==> config.mk <==
export PLATFORM = sky130hd
export DESIGN_NAME = scc_slot_initiator
export DESIGN_NICKNAME = d
export VERILOG_FILES = /design/src/rtl/scc_slot_initiator.sv
export SDC_FILE = /design/constraint.sdc
export NUM_CORES = 1
export LEC_CHECK = 0
export ABC_AREA = 1
export ABC_CLOCK_PERIOD_IN_PS = 6400
export CAP_MARGIN = 10
export CORE_MARGIN = 5
export CORE_UTILIZATION = 30
export CTS_CLUSTER_DIAMETER = 100
export DETAILED_ROUTE_END_ITERATION = 6
export PLACE_DENSITY_LB_ADDON = 0.12
export SLEW_MARGIN = 0
export SYNTH_ARGS = -nofsm -noshare
export SYNTH_HDL_FRONTEND = slang
export SYNTH_SLANG_ARGS = --single-unit
==> constraint.sdc <==
create_clock -name clk -period 6.4 [get_ports clk]
set_clock_uncertainty 0.2 [all_clocks]
set_input_delay 1.92 -clock clk [delete_from_list [all_inputs] [get_ports clk]]
set_output_delay 1.92 -clock clk [all_outputs]
set_load 0.02 [all_outputs]
==> src/rtl/scc_slot_initiator.sv <==
// MSX cartridge-slot front end for the SCC register block.
// Synchronises slot strobes into request pulses, windows and read drive.
module scc_slot_initiator #(
  parameter int unsigned READ_LATENCY = 3,
  parameter bit          USE_WAIT     = 1'b1
) (
  input  logic        clk,
  input  logic        reset,
  input  logic        slot_nsltsl,
  input  logic        slot_nrd,
  input  logic        slot_nwr,
  input  logic [15:0] slot_a,
  input  logic [7:0]  slot_d_in,
  output logic [7:0]  slot_d_out,
  output logic        slot_d_oe,
  output logic        slot_nwait,
  output logic        wrreq,
  output logic        rdreq,
  output logic        wr_active,
  output logic        rd_active,
  output logic [14:0] address,
  output logic [7:0]  wrdata,
  input  logic [7:0]  rddata,
  input  logic        ext_memory_nactive
);

  typedef enum logic [2:0] {
    IDLE,
    WRITE,
    READ_WAIT,
    READ_DRIVE,
    RELEASE
  } state_t;

  localparam logic [3:0] LAT = 4'(READ_LATENCY);
  localparam logic WAIT_LVL = !USE_WAIT;

  state_t      state, state_n;
  logic [1:0]  sl_sync, rd_sync, wr_sync;
  logic        rd_prev, wr_prev;
  logic [3:0]  count, count_n;
  logic        nsl, nrd, nwr;
  logic        rd_fall, wr_fall;
  logic        valid, rd_done, wr_done;

  logic        wrreq_n, rdreq_n;
  logic        wr_active_n, rd_active_n;
  logic        oe_n, nwait_n;
  logic [7:0]  d_out_n, wrdata_n;
  logic [14:0] address_n;

  // Syncs reset low: a strobe held across reset needs a fresh high first
  always_ff @(posedge clk or posedge reset) begin
    if (reset) begin
      sl_sync <= '0;
      rd_sync <= '0;
      wr_sync <= '0;
      rd_prev <= 1'b0;
      wr_prev <= 1'b0;
    end else begin
      sl_sync <= {sl_sync[0], slot_nsltsl};
      rd_sync <= {rd_sync[0], slot_nrd};
      wr_sync <= {wr_sync[0], slot_nwr};
      rd_prev <= rd_sync[1];
      wr_prev <= wr_sync[1];
    end
  end

  assign nsl     = sl_sync[1];
  assign nrd     = rd_sync[1];
  assign nwr     = wr_sync[1];
  assign rd_fall = !nrd && rd_prev;
  assign wr_fall = !nwr && wr_prev;
  assign valid   = !nsl &&
                   (slot_a[15:14] == 2'b01 ||
                    slot_a[15:14] == 2'b10);
  assign rd_done = nrd || nsl;
  assign wr_done = nwr || nsl;

  always_comb begin
    state_n     = state;
    count_n     = count;
    wrreq_n     = 1'b0;
    rdreq_n     = 1'b0;
    wr_active_n = wr_active;
    rd_active_n = rd_active;
    oe_n        = slot_d_oe;
    nwait_n     = slot_nwait;
    d_out_n     = slot_d_out;
    wrdata_n    = wrdata;
    address_n   = address;
    unique case (state)
      IDLE: begin
        if (valid && (rd_fall || wr_fall)) begin
          if (!nrd && !nwr) begin
            state_n = RELEASE;
          end else if (wr_fall) begin
            address_n   = slot_a[14:0];
            wrdata_n    = slot_d_in;
            wrreq_n     = 1'b1;
            wr_active_n = 1'b1;
            state_n     = WRITE;
          end else begin
            address_n   = slot_a[14:0];
            rdreq_n     = 1'b1;
            rd_active_n = 1'b1;
            nwait_n     = WAIT_LVL;
            count_n     = LAT;
            state_n     = READ_WAIT;
          end
        end
      end
      WRITE: begin
        if (wr_done) begin
          wr_active_n = 1'b0;
          state_n     = IDLE;
        end
      end
      READ_WAIT: begin
        if (rd_done) begin
          rd_active_n = 1'b0;
          nwait_n     = 1'b1;
          state_n     = IDLE;
        end else begin
          count_n = count - 4'd1;
          if (count == 4'd1) begin
            d_out_n = rddata;
            oe_n    = ext_memory_nactive;
            nwait_n = 1'b1;
            state_n = READ_DRIVE;
          end
        end
      end
      READ_DRIVE: begin
        if (rd_done) begin
          rd_active_n = 1'b0;
          oe_n        = 1'b0;
          state_n     = IDLE;
        end
      end
      RELEASE: begin
        if (nrd && nwr) state_n = IDLE;
      end
      default: state_n = IDLE;
    endcase
  end

  always_ff @(posedge clk or posedge reset) begin
    if (reset) begin
      state      <= IDLE;
      count      <= '0;
      wrreq      <= 1'b0;
      rdreq      <= 1'b0;
      wr_active  <= 1'b0;
      rd_active  <= 1'b0;
      slot_d_oe  <= 1'b0;
      slot_nwait <= 1'b1;
      slot_d_out <= '0;
      wrdata     <= '0;
      address    <= '0;
    end else begin
      state      <= state_n;
      count      <= count_n;
      wrreq      <= wrreq_n;
      rdreq      <= rdreq_n;
      wr_active  <= wr_active_n;
      rd_active  <= rd_active_n;
      slot_d_oe  <= oe_n;
      slot_nwait <= nwait_n;
      slot_d_out <= d_out_n;
      wrdata     <= wrdata_n;
      address    <= address_n;
    end
  end

endmodule

==> run summary, run 1 <==
For the final-report max-slew violation count, the log shows 0. The buffers plus inverters on the worst setup path is 1. The kind of cell with the highest combined delay on the critical path is buffers and inverters. In the routed design, unresolved DRC markers number 0. The net load switching power came out at 0.0005627 W. Startpoint kind of the worst setup timing path: a flip-flop.

The transition time of the tightest slew-check pin is 641.5 ps. During synthesis, Yosys emitted a total of 0 warnings. The run gives 0.3095 as the initial standard-cell utilization of the core. The number of hold-slack violations in the final timing report came out at 0. The first global-routing pass estimated 8424 um of wire. The tools report the part of the power in the clock network as 0.133. Power spread over the standard cell area amounts to 441.9 nW/um^2.

Register area: 1303 sq um. The internal power of the cells totals 0.0008413 W. The slowest cell on the critical path was sky130_fd_sc_hd__clkdlybuf4s50_1. The via count was 1858. In this run the worst path has a maximum fanout of 2. The logs give 5077 um for the total length of routed wires and 7253 sq um for the placeable core region.

After detailed routing, the wire length on met1 is 2299 um. The total half-perimeter wirelength after legalization and detailed placement was 3772 um. Highest routed metal layer: met4. Clock-pin slew was measured on the worst setup and hold paths at 90 ps. The synthesized instance count was 260. Proportion of power drawn by combinational gates: 0.487. The logs give 290 ps for the worst-skew pair later-pin latency and 25 for the number of distinct standard cells referenced by the synthesized netlist. Summing every instance area after synthesis gives 2245 sq um. Once the clock tree was built, the setup fixing pass inserted 0 buffers.

Kind of critical path: reg -> out. For the finished layout, the period the worst path requires is 3551 ps. The arrival time at the worst endpoint is 1430 ps, and the CTS H-tree depth is 2. After floorplanning, the core was divided into 31 placement rows. The run gives 75 as the I/O pin count.

Entering global routing, the biggest net connects 53 pins. After synthesis, the cell types taking the most area are sky130_fd_sc_hd__dfrtp_1 (57%), sky130_fd_sc_hd__nand2_1 (21%), sky130_fd_sc_hd__nand3_1 (3.3%), sky130_fd_sc_hd__nor2_1 (2.7%), sky130_fd_sc_hd__inv_1 (2.2%). Root buffer cell: sky130_fd_sc_hd__clkbuf_8.

The amount of wire on met2 after detailed routing was 2307 um. Counting the fill cells in the layout gives 726. The tools report the overall overflow remaining after global route as 0.

The area taken by multi-input logic gates was 833.3 sq um; the number of storage elements in the synthesis netlist was 52. Counting the buffers created by CTS gives 5. The fraction of final layout cells with drive strength greater than 1 was 0.07647; the count of hold buffers inserted by post-cts repair was 0. Based on the critical path, the design can be clocked at up to 0.2816 GHz. The switching share of power came out at 0.4008. The critical path goes through clkdlybuf4s50_1.

Setup repair after global routing left no endpoint under its margin. Using the TritonRoute via totals, the vias-per-cell ratio works out to 4.232. The die is 96.50 um tall. Wire segments on met3 add up to 432 um in the final route. Of all cell types, the one taking the most synthesized area is sky130_fd_sc_hd__dfrtp_1. The tools report the remaining max-slew budget at the tightest pin as 0.5723. Setup violations remaining at the end of the flow were counted as 0.

The flow ran to the end, and the final reports show no timing, DRC or antenna violations. The floorplan step defined a die boundary enclosing 9312 sq um. The layout overhead on the synthesized area is 41.53%, and the number of antenna violations at the first check in global routing is 0. Overall fraction of global-route tracks in use: 0.1140. TritonCTS built the clock tree. After detailed routing, the average wire length per cell comes to 11.56 um.

The top-area cell type share of the netlist area is 0.5686, and the static power due to leakage is 1.572 nW. The worst setup path is captured at an output pin. The number of gates resized after CTS was 0.

The ratio of final minimum period to clock period came out at 0.5548. Synthesis produced a netlist with a net count of 300. 0 antenna diodes ended up in the layout. For the net total in the final layout, the log shows 379. The sequential area share after synthesis was 0.5803. The count of buffers added on input and output ports is 74. A synthesized cell averages 8.633 sq um.

The worst min-delay path class is reg -> reg. Final hold analysis gives a worst-case slack of 153.7 ps. In this run the deepest clock path goes through 2 buffers. IR analysis of the VDD net gives a maximum drop of 144.5 uV. For the final weighted congestion in routability-driven placement, the log shows 0.8353.

From left edge to right edge, the die measures 96.50 um. The run gives 4 as the first-pass iteration count of the detailed router. The first routing iteration left 140 violations. For the final instance count without filler cells, the log shows 439. The run gives 0.380 as the portion of total power attributed to sequential cells. For this run, the slowest stage of the critical path takes 600 ps. For the worst setup path, the data required time is 4280 ps. Clock tree synthesis found a total of 52 sinks. Adding up every negative setup slack in the final design gives 0 ps. The number of global-route vias before repair is 1835, and the number of placed instances, taps included is 431.

The count of nets left with antenna violations once routing finished came out at 0. The tool flagged a number of max-cap violations equal to 0.
==> state kept, by name, summed over array words and instances (netlist names), 2 cells and up <==
name,cells
slot_d_out,8
state,3
sl_sync,2
wrdata,8
address,15
count,4
wr_sync,2
rd_sync,2
==> layer usage <==
metal,vias to the layer above,GRT usage
li1,962,-
met1,829,0.1470
met2,62,0.1805
met3,5,0.04028
met4,0,0.03388
met5,-,0
==> synth_stat cells (all sizes together) <==
master	count
nand2	132
dfrtp	51
nor2	20
inv	18
nand3	18
o21ai	5
a21oi	4
nand4	4
buf	3
ha	2
clkinv	1
dfstp	1
xor2	1
==> power groups by stage <==
stage,registers [W],clock network [W],logic [W]
6_report,0.000533,0.000187,0.000684
5_1_grt,0.000549,0.000212,0.000758
4_1_cts,0.000534,0.000198,0.000694
3_5_place_dp,0.000537,0,0.000693
3_3_place_gp,0.000539,0,0.000688
2_1_floorplan,0.000663,0,0.000261
==> final cells by class <==
class / instances / area share
flip-flops and latches: 52 / 0.4100
well taps: 99 / 0.03899
repair buffers: 75 / 0.2355
multi-input cells: 186 / 0.2623
inverters: 19 / 0.02481
clock buffers: 8 / 0.02836
==> logic make-up after synthesis <==
logic type      after synthesis  synth area share
simple gates                174            0.3361
flops                        52            0.5803
buf+inv                      22           0.04850
compound gates                9           0.02007
fa+ha+maj                     2           0.01115
xor+xnor                      1          0.003903
==> through the flow <==
stage / area (sq um) / total power (W) / util / setup slack, ps
2_1_floorplan: 2245 / 0.0009241 / - / 3024
6_report: 3177 / 0.001404 / 0.4380 / 2849
3_3_place_gp: 3087 / 0.001228 / 0.4256 / 2815
4_1_cts: 3177 / 0.001426 / 0.4380 / 2829
5_1_grt: 3177 / 0.001519 / 0.4380 / 2814
3_5_place_dp: 3087 / 0.001230 / 0.4256 / 2757
==> final timing paths <==
| kind | from | to | slack (ps) | cells after the start |
|---|---|---|---|---|
| min reg2reg | rd_sync[0] | rd_sync[1] | 150 | 0 |
| max reg2reg | rd_sync[1] | state[1] | 4490 | 7 |
| max | slot_nwait | slot_nwait | 2850 | 1 |
| min | rd_sync[0] | rd_sync[1] | 150 | 0 |
| max in group asynchronous | reset | address[8] | 3670 | 3 |
| min in group asynchronous | reset | wrdata[0] | 1910 | 3 |
==> cells in the final DEF (no fill, tap or decap) <==
cell type,n
sky130_fd_sc_hd__clkbuf_1,2
sky130_fd_sc_hd__nand3_1,15
sky130_fd_sc_hd__nor2_8,1
sky130_fd_sc_hd__nand3_2,2
sky130_fd_sc_hd__dfstp_2,1
sky130_fd_sc_hd__clkinv_1,1
sky130_fd_sc_hd__nand2_4,1
sky130_fd_sc_hd__nand4_1,4
sky130_fd_sc_hd__inv_2,4
sky130_fd_sc_hd__nor2_1,16
sky130_fd_sc_hd__xor2_1,1
sky130_fd_sc_hd__dfrtp_1,51
sky130_fd_sc_hd__nand2_1,127
sky130_fd_sc_hd__inv_6,1
sky130_fd_sc_hd__clkdlybuf4s50_1,74
sky130_fd_sc_hd__ha_1,2
sky130_fd_sc_hd__inv_1,12
sky130_fd_sc_hd__nor2_2,2
sky130_fd_sc_hd__inv_4,1
sky130_fd_sc_hd__clkbuf_8,6
sky130_fd_sc_hd__a21oi_1,4
sky130_fd_sc_hd__o21ai_0,4
sky130_fd_sc_hd__nor2_4,1
sky130_fd_sc_hd__nand2_2,4
sky130_fd_sc_hd__nand3_4,1
sky130_fd_sc_hd__o21ai_1,1
sky130_fd_sc_hd__buf_4,1
(Power assumes the default switching activity.)
==> run 2, diff against run 1 <==
ABC_CLOCK_PERIOD_IN_PS = 3200   (was 6400)
clock period = 3.2 ns   (was 6.4 ns; I/O delays follow)
==> run summary, run 2 (synthesis gave the netlist of run 1 again) <==
The run finished with clean final reports. The run gives 0.4395 (was 0.4380) as the final core utilization. The tools report the initial standard-cell utilization of the core as 0.3095 (unchanged). The logs give 0 (unchanged) for the number of routed nets with antenna violations and 0.002810 W (was 0.001404 W) for the post-route total power. The I/O pin count is 75 (unchanged). Most common cell after layout, fill and taps aside: sky130_fd_sc_hd__nand2_1 (unchanged). For the final weighted congestion in routability-driven placement, the log shows 0.8211 (was 0.8353). The slowest cell on the critical path is sky130_fd_sc_hd__clkdlybuf4s50_1 (unchanged).

The via count normalized by instance count is 4.262 (was 4.232), and the number of antenna repair diodes is 0 (unchanged). The clock transition at the registers of the reported paths was 90 ps (about the same); the net total in the final layout was 379 (unchanged). Biggest registers after layout: address x15, slot_d_out x8, wrdata x8 (unchanged). Fraction of final layout cells with drive strength greater than 1: 0.07941 (was 0.07647). The maximum number of buffers from clock root to sink was 2 (unchanged); the arrival time at the worst endpoint was 1440 ps (was 1430 ps). The run gives 5 (unchanged) as the CTS buffer count.

Setup repair after global routing left no endpoint under its margin. The post-detailed-route DRC marker count is 0 (unchanged), and the static power due to leakage is 1.572 nW (about the same). Critical path cell sequence: clkdlybuf4s50_1 (unchanged).

The floorplan row count is 31 (unchanged), and the buffers plus inverters on the worst setup path is 1 (unchanged). The wire length per cell after detailed routing was 11.73 um (was 11.56 um); the count of final setup violators was 0 (unchanged). The summed negative setup slack over all endpoints came out at 0 ps (unchanged). Endpoint class of the critical path: an output pin (unchanged).

The width of the die works out to 96.50 um (unchanged). The biggest fanout along the worst timing path is 2 (unchanged), and the number of sinks on the clock net is 52 (unchanged). The count of max-cap constraint violations was 0 (unchanged). The overall die area is 9312 sq um (unchanged). Total length of routed wires: 5149 um (was 5077 um). Most used cells in the layout excluding fill and tap cells: sky130_fd_sc_hd__nand2_1 (127), sky130_fd_sc_hd__clkdlybuf4s50_1 (74), sky130_fd_sc_hd__dfrtp_1 (51) (unchanged). The kind of cell with the highest combined delay on the critical path was buffers and inverters (unchanged). The worst min-delay path class is reg -> reg (unchanged).

Kind of critical path: reg -> out (unchanged). The tools report the number of global-route vias before repair as 1837 (was 1835). The run gives 0.6375 (was 0.5723) as the remaining max-slew budget at the tightest pin.

Register with the most flip-flops: address (unchanged). The logs give 0 (unchanged) for the number of hold-slack violations in the final timing report and 0 (unchanged) for the number of antenna violations at the first check in global routing. The maximum resistive drop on vdd is 325.4 uV (was 144.5 uV), and the overall fraction of global-route tracks in use is 0.1131 (was 0.1140). The worst-skew pair later-pin latency is 300 ps (was 290 ps), and the layout overhead on the synthesized area is 42.03% (was 41.53%).

The run gives 29 (was 53) as the pin count of the biggest net entering global routing. The logs give 0 (unchanged) for the overall overflow remaining after global route and 0 (unchanged) for the final-report max-slew violation count. The number of DRC markers after the initial detailed-route iteration was 76 (was 140); the delay of the slowest cell on the worst path was 600 ps (about the same). The tools report the startpoint kind of the worst setup timing path as a flip-flop (unchanged). The tools report the number of setup buffers added after CTS as 0 (unchanged).

The die height came out at 96.50 um (unchanged). The smallest clock period supported by the final layout is computed as 2604 ps. The tools report the wire length of the first global-routing pass as 8369 um (was 8424 um). The CTS H-tree depth was 2 (unchanged). The ratio of final minimum period to clock period works out to 0.8136. The total half-perimeter wirelength after legalization and detailed placement was 3890 um (was 3772 um).

The number of flip-flops in the largest register came out at 15 (unchanged). The data required time at the worst endpoint was 2040 ps (was 4280 ps). For this run, the top clock speed supported by timing is 0.3841 GHz. First-pass iteration count of the detailed router: 4 (unchanged).

The power density over the cells came out at 881.4 nW/um^2 (was 441.9 nW/um^2). The number of gates resized after CTS is 0 (unchanged), and the via count is 1871 (was 1858). Root buffer cell: sky130_fd_sc_hd__clkbuf_8 (unchanged). Count of hold buffers inserted by post-cts repair: 0 (unchanged). TritonCTS built the clock tree. The count of buffers inserted at the top-level ports is 74 (unchanged). The transition time of the tightest slew-check pin works out to 542.9 ps (was 641.5 ps). The tools report the placeable core region as 7253 sq um (unchanged).
-- run 2: cell types whose count changed in the layout (fill, tap and decap cells not counted), sizes merged --
cell,before,now
clkinv,1,2
clkbuf,8,6
clkinvlp,0,1
-- run 2: power by group --
group          leakage (nW)  total (W)  switching, W  internal, W
clock                0.0414   0.000376      0.000219     0.000156
combinational         0.912    0.00137      0.000770     0.000598
sequential            0.619    0.00107      0.000158     0.000909
total                  1.57    0.00281       0.00115      0.00166
-- run 2: metal layers --
metal	GRT usage	vias to the layer above	routed length, um
li1	-	962	-
met1	0.1506	845	2382
met2	0.1759	61	2274
met3	0.04028	3	451
met4	0.02804	0	40
met5	0	-	0
-- run 2: final timing paths --
| path | startpoint | end | slack (ps) | depth (start not counted) |
|---|---|---|---|---|
| worst max-delay path | slot_nwait | slot_nwait | 600 | 1 |
| worst min-delay path | wr_sync[0] | wr_sync[1] | 150 | 0 |
| worst max register to register | rd_sync[1] | state[1] | 1320 | 7 |
| worst min register to register | wr_sync[0] | wr_sync[1] | 150 | 0 |
| max in group asynchronous | reset | slot_nwait | 1380 | 3 |
| min in group asynchronous | reset | wrdata[5] | 810 | 2 |
-- run 2: per-stage QoR --
| stage | std cells | setup slack (ps) | hold slack (ps) | cell area, sq um |
|---|---|---|---|---|
| 2_1_floorplan | 260 | 783.8 | 131.2 | 2245 |
| 3_3_place_gp | 431 | 568.0 | 134.8 | 3099 |
| 3_5_place_dp | 431 | 526.0 | 134.7 | 3099 |
| 4_1_cts | 439 | 572.6 | 155.9 | 3188 |
| 5_1_grt | 439 | 535.9 | 162.9 | 3188 |
| 6_report | 439 | 596.4 | 154.2 | 3188 |
-- run 2: layout make-up --
type,count,area [sq um]
fill,737,4065
tap,99,123.9
clock inverter,2,16.27
clock buffer,6,72.57
multi-input combinational,186,833.3
timing repair buffer,75,760.7
sequential,52,1303
inverter,19,78.83
-- run 2: worst reg2reg max path, cell delays in order (launching register included) --
cell and delay, ps:
sky130_fd_sc_hd__dfrtp_1 480, sky130_fd_sc_hd__nor2_1 220, sky130_fd_sc_hd__nand3_2 150, sky130_fd_sc_hd__inv_1 300, sky130_fd_sc_hd__nand2_1 220, sky130_fd_sc_hd__nand3_1 150
sky130_fd_sc_hd__nand2_1 60, sky130_fd_sc_hd__nand2_1 60
